===== config.mk =====
export PLATFORM = sky130hd
export DESIGN_NAME = mul_unit_arbiter
export DESIGN_NICKNAME = d
export VERILOG_FILES = /design/src/rtl/mul_unit_arbiter.sv
export SDC_FILE = /design/constraint.sdc
export NUM_CORES = 1
export LEC_CHECK = 0
export CORE_UTILIZATION = 45
export DETAILED_ROUTE_END_ITERATION = 10
export GPL_ROUTABILITY_DRIVEN = 0
export HOLD_SLACK_MARGIN = 0.1
export PLACE_DENSITY = 0.74
export SETUP_SLACK_MARGIN = 0.02
export SLEW_MARGIN = 20
export SYNTH_ARGS = -nofsm -noshare
export SYNTH_HDL_FRONTEND = slang
export SYNTH_SLANG_ARGS = --single-unit

===== constraint.sdc =====
create_clock -name sys_clk -period 4.3 [get_ports sys_clk]
set_input_delay 0.86 -clock sys_clk [delete_from_list [all_inputs] [get_ports sys_clk]]
set_output_delay 0.86 -clock sys_clk [all_outputs]
set_load 0.01 [all_outputs]

===== src/rtl/mul_unit_arbiter.sv =====
// rtl/mul_unit_arbiter.sv - round-robin arbiter sharing one FP multiplier among requesters
// Buffers one request per requester, issues to the unit, routes the result back, aborts hung ops.
module mul_unit_arbiter #(
  parameter int NUM_REQ = 3,
  parameter int TIMEOUT = 64,
  parameter int CNT_W   = 7
) (
  input  logic                  sys_clk,
  input  logic                  sys_rst_n,
  input  logic [NUM_REQ*32-1:0] req_data1_in,
  input  logic [NUM_REQ*32-1:0] req_data2_in,
  input  logic [NUM_REQ-1:0]    req_trig,
  output logic [NUM_REQ-1:0]    req_busy,
  output logic [NUM_REQ-1:0]    req_vld,
  output logic [31:0]           req_result_out,
  output logic                  req_timeout,
  output logic [31:0]           mul_data1_out,
  output logic [31:0]           mul_data2_out,
  output logic                  mul_trig_out,
  input  logic [31:0]           mul_result_in,
  input  logic                  mul_result_vld
);
  localparam int          IDX_W = (NUM_REQ > 1) ? $clog2(NUM_REQ) : 1;
  localparam logic [31:0] QNAN  = 32'h7FC00000;

  typedef enum logic [1:0] {IDLE, ISSUE, WAIT} state_t;
  state_t r_state, w_next_state;

  logic [NUM_REQ-1:0] r_pending;
  logic [31:0]        r_op1 [NUM_REQ];
  logic [31:0]        r_op2 [NUM_REQ];
  logic [IDX_W-1:0]   r_ptr, r_gnt;
  logic [CNT_W-1:0]   r_wd;
  logic [NUM_REQ-1:0] r_vld;
  logic [31:0]        r_result, r_mul_d1, r_mul_d2;
  logic               r_tout, r_mul_trig;

  logic               w_grant, w_done, w_tout, w_gnt_found;
  logic [IDX_W-1:0]   w_gnt_idx, w_cand;
  logic [NUM_REQ-1:0] w_clear;

  assign req_busy       = r_pending;
  assign req_vld        = r_vld;
  assign req_result_out = r_result;
  assign req_timeout    = r_tout;
  assign mul_data1_out  = r_mul_d1;
  assign mul_data2_out  = r_mul_d2;
  assign mul_trig_out   = r_mul_trig;

  // Scan downwards so the nearest pending index after the pointer is the last one written.
  always_comb begin
    w_gnt_found = 1'b0;
    w_gnt_idx   = '0;
    w_cand      = '0;
    for (int k = NUM_REQ; k >= 1; k--) begin
      w_cand = IDX_W'((int'(r_ptr) + k) % NUM_REQ);
      if (r_pending[w_cand]) begin
        w_gnt_found = 1'b1;
        w_gnt_idx   = w_cand;
      end
    end
  end

  always_ff @(posedge sys_clk or negedge sys_rst_n) begin
    if (!sys_rst_n) r_state <= IDLE;
    else            r_state <= w_next_state;
  end

  always_comb begin
    w_next_state = r_state;
    w_grant      = 1'b0;
    w_done       = 1'b0;
    w_tout       = 1'b0;
    w_clear      = '0;
    case (r_state)
      IDLE: begin
        if (w_gnt_found) begin
          w_grant      = 1'b1;
          w_next_state = ISSUE;
        end
      end
      ISSUE: w_next_state = WAIT;
      WAIT: begin
        // A real result in the final watchdog cycle beats the abort.
        if (mul_result_vld)                    w_done = 1'b1;
        else if (r_wd == CNT_W'(TIMEOUT - 1)) w_tout = 1'b1;
        if (w_done || w_tout) begin
          w_clear[r_gnt] = 1'b1;
          w_next_state   = IDLE;
        end
      end
      default: w_next_state = IDLE;
    endcase
  end

  always_ff @(posedge sys_clk or negedge sys_rst_n) begin
    if (!sys_rst_n) begin
      r_pending  <= '0;
      r_ptr      <= IDX_W'(NUM_REQ - 1);
      r_gnt      <= '0;
      r_wd       <= '0;
      r_vld      <= '0;
      r_result   <= '0;
      r_tout     <= 1'b0;
      r_mul_d1   <= '0;
      r_mul_d2   <= '0;
      r_mul_trig <= 1'b0;
      for (int i = 0; i < NUM_REQ; i++) begin
        r_op1[i] <= '0;
        r_op2[i] <= '0;
      end
    end else begin
      r_vld      <= '0;
      r_tout     <= 1'b0;
      r_mul_trig <= 1'b0;
      // A slot freed this cycle can be re-armed by a trig in the same cycle.
      for (int i = 0; i < NUM_REQ; i++) begin
        if (req_trig[i] && (!r_pending[i] || w_clear[i])) begin
          r_op1[i] <= req_data1_in[i*32 +: 32];
          r_op2[i] <= req_data2_in[i*32 +: 32];
        end
      end
      r_pending <= (r_pending & ~w_clear) | req_trig;
      if (w_grant) begin
        r_mul_d1   <= r_op1[w_gnt_idx];
        r_mul_d2   <= r_op2[w_gnt_idx];
        r_mul_trig <= 1'b1;
        r_gnt      <= w_gnt_idx;
        r_ptr      <= w_gnt_idx;
      end
      if (r_state == ISSUE)     r_wd <= '0;
      else if (r_state == WAIT) r_wd <= r_wd + 1'b1;
      if (w_done || w_tout) begin
        r_vld    <= w_clear;
        r_result <= w_done ? mul_result_in : QNAN;
        r_tout   <= w_tout;
        r_mul_d1 <= '0;
        r_mul_d2 <= '0;
      end
    end
  end
endmodule


# Word-level counts from Yosys, hierarchy flattened
# Index checks and enable logic that the tools add are counted.
# W data, S select, Z words.
totals:
  ff_bits: 309
  in_bits: 230
  word_cells: 99
op_classes:
  n_addsub: 4
  n_div: 3
  n_lt_le_gt_ge: 6
  eq_ne: 5
  muxes: 44
  n_bitwise: 4
  reduce_logical: 16
op_table:
  columns: ["op", "n"]
  rows:
  - ["$mux W32", 9]
  - ["$bmux W32 S2", 2]
  - ["$mod A32 B3 Y32 const B", 3]
  - ["$mux W1", 18]
  - ["$mux W7", 2]
  - ["$lt A2 B3 Y1 const B", 4]
  - ["$mux W2", 5]
  - ["$mux W3", 3]
  - ["$add A7 B1 Y7 const B", 1]
  - ["$eq A7 B6 Y1 const B", 1]
  - ["$add A2 B2 Y3 const B", 2]
  - ["$bmux W1 S2", 3]
  - ["$pmux W2 S3", 1]
  - ["$logic_or A1 B1 Y1", 5]
  - ["$logic_and A1 B1 Y1", 4]
  - ["$ne A2 B2 Y1 const B", 2]
  - ["$reduce_bool A2 Y1", 2]
  - ["$add A2 B1 Y3 const B", 1]
  - ["$and A3 B3 Y3", 1]
  - ["$ge A3 B3 Y1 const B", 1]
  - ["$logic_not A1 Y1", 3]
  - ["$not A2 Y3", 1]
  - ["$not A3 Y3", 1]
  - ["$or A3 B3 Y3", 1]
  - ["other kinds (6)", 6]

# Longest topological paths before layout
depth:
  ltp_word: 13
  mapped_depth: 11

# Worst setup path before layout
# Ideal clock, no wire load.
synth_timing:
  kind: "register -> register"
  start: "reg r_ptr[1]"
  end: "reg r_mul_d1[10] (netlist: mul_data1_out[10])"
  setup_ns: 0.122
  arrival_ns: 2.367
  path_slack_ns: 1.811
  path_stages_with_launch: 11
  path_buffers: 3
  period_less_slack_ns: 2.489
  path_cell_list: "dfstp_2 > inv_1 > ha_1 > buf_6 > or2_1 > a32oi_1 > a21oi_1 > buf_6 > clkbuf_1 > or2_2 > a32o_1"
synth_between:
  elab_chain_len: 13
synth_lines:
  columns: ["element", "line", "text"]
  rows:
  - ["start: declaration", "32", "logic [IDX_W-1:0] r_ptr, r_gnt;"]
  - ["start signal: assignment", "99", "r_ptr <= IDX_W'(NUM_REQ - 1);"]
  - ["start signal: assignment", "129", "r_ptr <= w_gnt_idx;"]
  - ["$add A2 B2 Y3", "56", "w_cand = IDX_W'((int'(r_ptr) + k) % NUM_REQ);"]
  - ["$mod A32 B3 Y32", "56", null]
  - ["$bmux W1 S2", "57", "if (r_pending[w_cand]) begin"]
  - ["$mux W1 (not written as such)", "57", null]
  - ["$mux W2 (3 in a row)", "57", null]
  - ["$not A2 Y3 (not written as such)", "125", "r_mul_d1 <= r_op1[w_gnt_idx];"]
  - ["$bmux W32 S2", "125", null]
  - ["$mux W32 (not written as such) (2 in a row)", "125", null]
  - ["$mux W32", "124", "if (w_grant) begin"]
  - ["$mux W32", "133", "if (w_done || w_tout) begin"]
  - ["end signal: assignment", "125", null]
  - ["end: declaration", "35", "logic [31:0] r_result, r_mul_d1, r_mul_d2;"]
# Parallel ways exist; a longest one is shown, timed or not. The select of a mux whose other input is x is not followed.
# A chain may end at the register's enable or synchronous reset.

# Worst setup path in the final report
layout_timing:
  start: "reg r_ptr[1]"
  end: "reg r_mul_d1[14] (netlist: mul_data1_out[14])"
# The elaborated chain is that of the path after synthesis.

==> results.json <==
{
  "final-seq-area_um2": 7709,
  "setup.worst_path.end": "mul_data1_out[14]",
  "io_pins": 334,
  "maxCapViolCount": 0,
  "setup_viol": 0,
  "reg2reg_setup_slack_ps": 1160,
  "dp.cells": 1690,
  "synth_top_area_share_pct": 57.31,
  "worstMarginPinSlew_ps": 1025,
  "synth_edf_count": 0,
  "fin_nets": 1580,
  "synthesis.nets": 1275,
  "syn_to_final_growth_pct": 35.27,
  "drc": 0,
  "synth_area_um2": 13400,
  "synthTopCellsByArea": "dfrtp_1, mux2_2, nand3_1",
  "met1_length_mm": 15.62,
  "p_sw_mw": 5.095,
  "dp_hpwl_mm": 23.06,
  "dr.max_layer_used": "met4",
  "skew_ps": 10.13,
  "cts_resized": 0,
  "cts_max_path_buffers": 3,
  "dr.pass1.iters": 5,
  "wl_per_cell_um": 20.43,
  "synth.distinct_cells": 50,
  "fin_crit_ps": 3143,
  "die_w_um": 174.6,
  "required_ps": 4730,
  "grt_use_total_pct": 23.94,
  "tns_ps": 0,
  "holdCritPathClass": "flop to flop",
  "ff2ff_path_depth": 7,
  "cts.sinks": 308,
  "critPathKind": "flop to flop",
  "leakagePower_nw": 7.614,
  "slew_violations": 0,
  "route.met2.wl_mm": 17.01,
  "r2r-start": "r_ptr[1]",
  "worstPathArrival_ps": 3570,
  "numCtsBuffers": 34,
  "max_freq_mhz": 318.2,
  "drt_wl_total_mm": 35.81,
  "relSlewSlack_pct": 31.70,
  "root_buffer": "clkbuf_16",
  "clkPwrFrac_pct": 20.9,
  "n_fill_cell": 2321,
  "end_kind": "flop",
  "yosys.area.top_type": "dfrtp_1",
  "combinationalPowerShare_pct": 44.7,
  "antenna_found_initial": 2,
  "post-route-period-util_pct": 73.08,
  "coreArea_um2": 29010,
  "drive_above_1_share_pct": 23.26,
  "p_int_mw": 9.421,
  "die_y_um": 174.6,
  "finalNonFillerCells": 1753,
  "grt.overflow.total": 0,
  "htree_levels": 2,
  "cts_setup_buffers": 0,
  "outcome": "completed",
  "grt_max_degree": 125,
  "grt_pass1_wl_mm": 57.48,
  "ys_async_sr_fraction_pct": 100.0,
  "port_buffers": 333,
  "grt_setup_unrepaired": "no",
  "start_util_pct": 46.20,
  "synth_area_per_cell_um2": 12.93,
  "synthFlopType": "dfrtp_1",
  "row_count": 62,
  "power.total_mw": 14.52,
  "hold_viol_final": 0,
  "seqPwrFrac_pct": 34.5,
  "vias": 9709,
  "drtIter0Drc": 550,
  "r2r-end": "mul_data1_out[14]",
  "ir_worst_vdd_mv": 0.4706,
  "multi_input_area_um2": 5156,
  "ant_nets": 0,
  "cts_hold_buffers": 0,
  "wl_met3_mm": 2.124,
  "synthesis.instances": 1037,
  "hold_depth": 1,
  "clk_latency_ps": 500,
  "cp_max_fo": 64,
  "cts.clk_slew.worst_paths_ps": 60,
  "synth_seq_cells": 308,
  "dieArea_um2": 30480,
  "critPathLaunchType": "flop",
  "vias_per_cell": 5.539,
  "yosys_warnings": 0,
  "seq_area_frac_synth_pct": 57.51,
  "setup.worst_path.start": "r_ptr[1]",
  "yosysMostFrequentCell": "dfrtp_1",
  "grt_pass1_vias": 10310,
  "synth_common_cells": "dfrtp_1, mux2_2, nand3_1",
  "powerDensity_nw_per_um2": 800.6,
  "switching_share_pct": 35.10,
  "cts_tree": "built"
}
routing by layer:
| metal | up-vias | track usage (%) |
|---|---|---|
| met5 | - | 0 |
| met1 | 4921 | 32.21 |
| met2 | 314 | 38.79 |
| met3 | 62 | 4.569 |
| met4 | 0 | 8.551 |
| li1 | 4412 | - |
cells by family (layout without fill, tap and decap cells):
logic type | count (synthesis) | after routing | share of synthesized area (%)
adders and majority gates | 8 | 8 | 0.7468
muxes | 199 | 199 | 16.68
AOI/OAI and AO/OA | 191 | 191 | 10.98
other | 0 | 2 | 0
xor gates and xnor gates | 2 | 2 | 0.1307
buffers and inverters | 96 | 426 | 4.387
DFF | 308 | 308 | 57.51
and+or+nand+nor | 233 | 233 | 9.568
layout by cell type, fill, tap and decap left out, types with 9 or more instances in the layout:
master / Yosys / layout
or2_2: 44 / 44
a32o_1: 64 / 64
mux2_1: 9 / 9
buf_4: 2 / 13
or2_0: 13 / 13
dfrtp_1: 307 / 307
clkbuf_16: 0 / 37
mux2_2: 186 / 186
inv_1: 13 / 13
nand3_1: 131 / 131
o22a_1: 10 / 9
clkdlybuf4s50_1: 0 / 332
a22o_1: 24 / 23
o21ai_0: 69 / 69
sequential cells by signal, summed over array words and instances, names as in the netlist, 2 cells and up:
name            count
r_wd                7
req_result_out     32
r_op2              96
mul_data1_out      32
req_busy            3
mul_data2_out      32
r_state             2
req_vld             3
r_ptr               2
r_op1              96
area by class of cell:
cell class	count	area share (%)
diodes	2	0.02760
clock buffers	48	5.555
clock inverters	13	0.9316
inverters	13	0.2691
multi-input cells	633	28.44
flip-flops and latches	308	42.52
well taps	384	2.650
repair buffers	352	19.61
metrics by stage:
stage                     worst slack [ps]  area [µm²]  util (%)  hold WS, ps
after floorplan                       1811       13400         -        451.2
after global placement                1267       16950     58.42        462.5
after detailed placement              1189       16950     58.42        474.0
after CTS                             1169       18130     62.48        487.3
after global routing                 953.9       18130     62.48        499.1
final                                 1157       18130     62.49        484.7
how the worst min path moves through the flow:
stage                          from        end  slack (ps)
after floorplan           r_op2[66]  r_op2[66]         450
after global placement    r_op2[93]  r_op2[93]         460
after detailed placement  r_op2[66]  r_op2[66]         470
after CTS                 r_op2[66]  r_op2[66]         490
after global routing      r_op2[84]  r_op2[84]         500
final                     r_op2[70]  r_op2[70]         480
worst max-delay path, stage by stage (launching register included):
cell and delay, ps:
dfstp_2 550, inv_1 60, ha_1 510, nand2b_1 110, a21oi_1 310, o41a_1 430, and2_4 730, a32o_1 280
power groups by stage:
stage                     combinational [mW]  clock (mW)  sequential, mW
after global placement                  6.34           0            4.99
final                                   6.48        3.03            5.00
after floorplan                         4.24           0            5.03
after detailed placement                6.55           0            5.03
after global routing                    7.13        3.20            5.17
after CTS                               6.58        3.09            5.00
Note: power is estimated with default switching activity, not from simulation.
==> edit: new RTL, config.mk and constraints unchanged <==
The parameter `CNT_W` goes from 7 to 14.
--- a/src/rtl/mul_unit_arbiter.sv
+++ b/src/rtl/mul_unit_arbiter.sv
@@ -5,3 +5,3 @@
   parameter int TIMEOUT = 64,
-  parameter int CNT_W   = 7
+  parameter int CNT_W   = 14
 ) (
Function: no difference found for any inputs over 4 cycles, from zero or initial values and one cycle with sys_rst_n low; that may be too few to reach the edited logic, so the function may still have changed.
==> edit against the original RTL <==
  * Combinational power increased by 6.5%
  * Power increased by 3.9%
  * Cell count increased by 2.9%
  * Worst setup slack got worse by 0.15 ns
  * Global-route usage increased by 0.095 points
  * Area after synthesis increased by 4.3%
  * Sequential cell count increased by 7
  * Cell area increased by 3.7%
  * Wire length increased by 6.5%
  * Utilization decreased by 1.0 points
  * Critical path depth increased by 3
  * Hold slack got worse by 0.031 ns
==> edit: results (changes against the original RTL) <==
worst-path fanout max - 36 (-44%)
Worst Reg2Reg Path Length in Cells - 10 (+3)
final std cells w/o fill - 1803 (+2.9%)
initial antenna violation count - 4 (+2)
Critical Path AT - 3.72 ns (+0.15 ns)
Syn Area/Cell - 12.96 um^2 (+0.25%)
Final Net Count - 1613 (+2.1%)
synth top area cells - dfrtp_1, mux2_2, a32o_1
CTS Buf Count - 35 (+2.9%)
largest net degree at the start of global routing - 156 (+25%)
layout cell share with drive strength beyond 1 - 20.21% (-3.0 points)
Post-Route M1 WL - 16090 um (+3.0%)
delay-heaviest family, CP - buffers and inverters
1st-iter DRT viols - 525 (-4.5%)
grt met2 use - 39.61% (+0.81 points)
Vias - 10160 (+4.6%)
first-pass GRT wire length - 59230 um (+3.0%)
Tmin final - 3.291 ns (+0.1482 ns)
WL/cell - 21.15 um (+3.5%)
synth unique cells - 48 (-4.0%)
CP endpoint - mul_data2_out[2]$_DFFE_PN0P_
Post-Place Cell Area - 0.01761 mm^2 (+3.9%)
met1 Track Usage GR - 31.02% (-1.2 points)
GRT Total Usage - 24.04% (+0.095 points)
pre-CTS WS - 1.002 ns (-0.1869 ns)
WL met3 - 2545 um (+20%)
vias in the first global route - 10750 (+4.3%)
Met2 Routed Length - 18310 um (+7.6%)
R2R setup slack - 1.01 ns (-0.15 ns)
Syn Nets - 1317 (+3.3%)
post-synthesis sequential area ratio - 56.38% (-1.1 points)
Post-Route Skew - 0.01528 ns (+0.005149 ns)
CP peak stage delay - 0.56 ns (-0.17 ns)
slew margin rel. - 34.55% (+2.9 points)
hpwl dp - 23940 um (+3.8%)
Commonest cells post-synth - dfrtp_1, mux2_2, nand2_1
met3 GRT Util - 5.009% (+0.44 points)
status - finished, final reports clean
==> edit: final cells by class <==
cell class              count  area (um^2)
fillers                  2383        11790
inverters                  75        281.5
clock inverters            11        135.1
clock buffers              51         1039
repair buffers            353         3563
flip-flops and latches    315         7884
diodes                      7        17.52
multi-input cells         595         5385
well taps                 396        495.5
==> edit: report_power, final <==
part	leakage, nW	switching (mW)	internal (mW)
clock network	0.575	1.19	1.86
registers	3.90	0.793	4.35
logic	3.90	3.43	3.46
total	8.38	5.41	9.67
==> edit: cells by family (layout without fill, tap and decap cells) <==
group                    after synthesis  after routing  synth area share (%)
XOR/XNOR                              11             11                0.6890
adder cells (fa/ha/maj)                8              8                0.7159
other                                  0              7                     0
buffers and inverters                169            490                 5.378
AND/OR/NAND/NOR                      128            128                 4.152
AO/OA/AOI/OAI                        251            251                 16.57
flip-flops                           315            315                 56.38
multiplexers                         197            197                 16.11
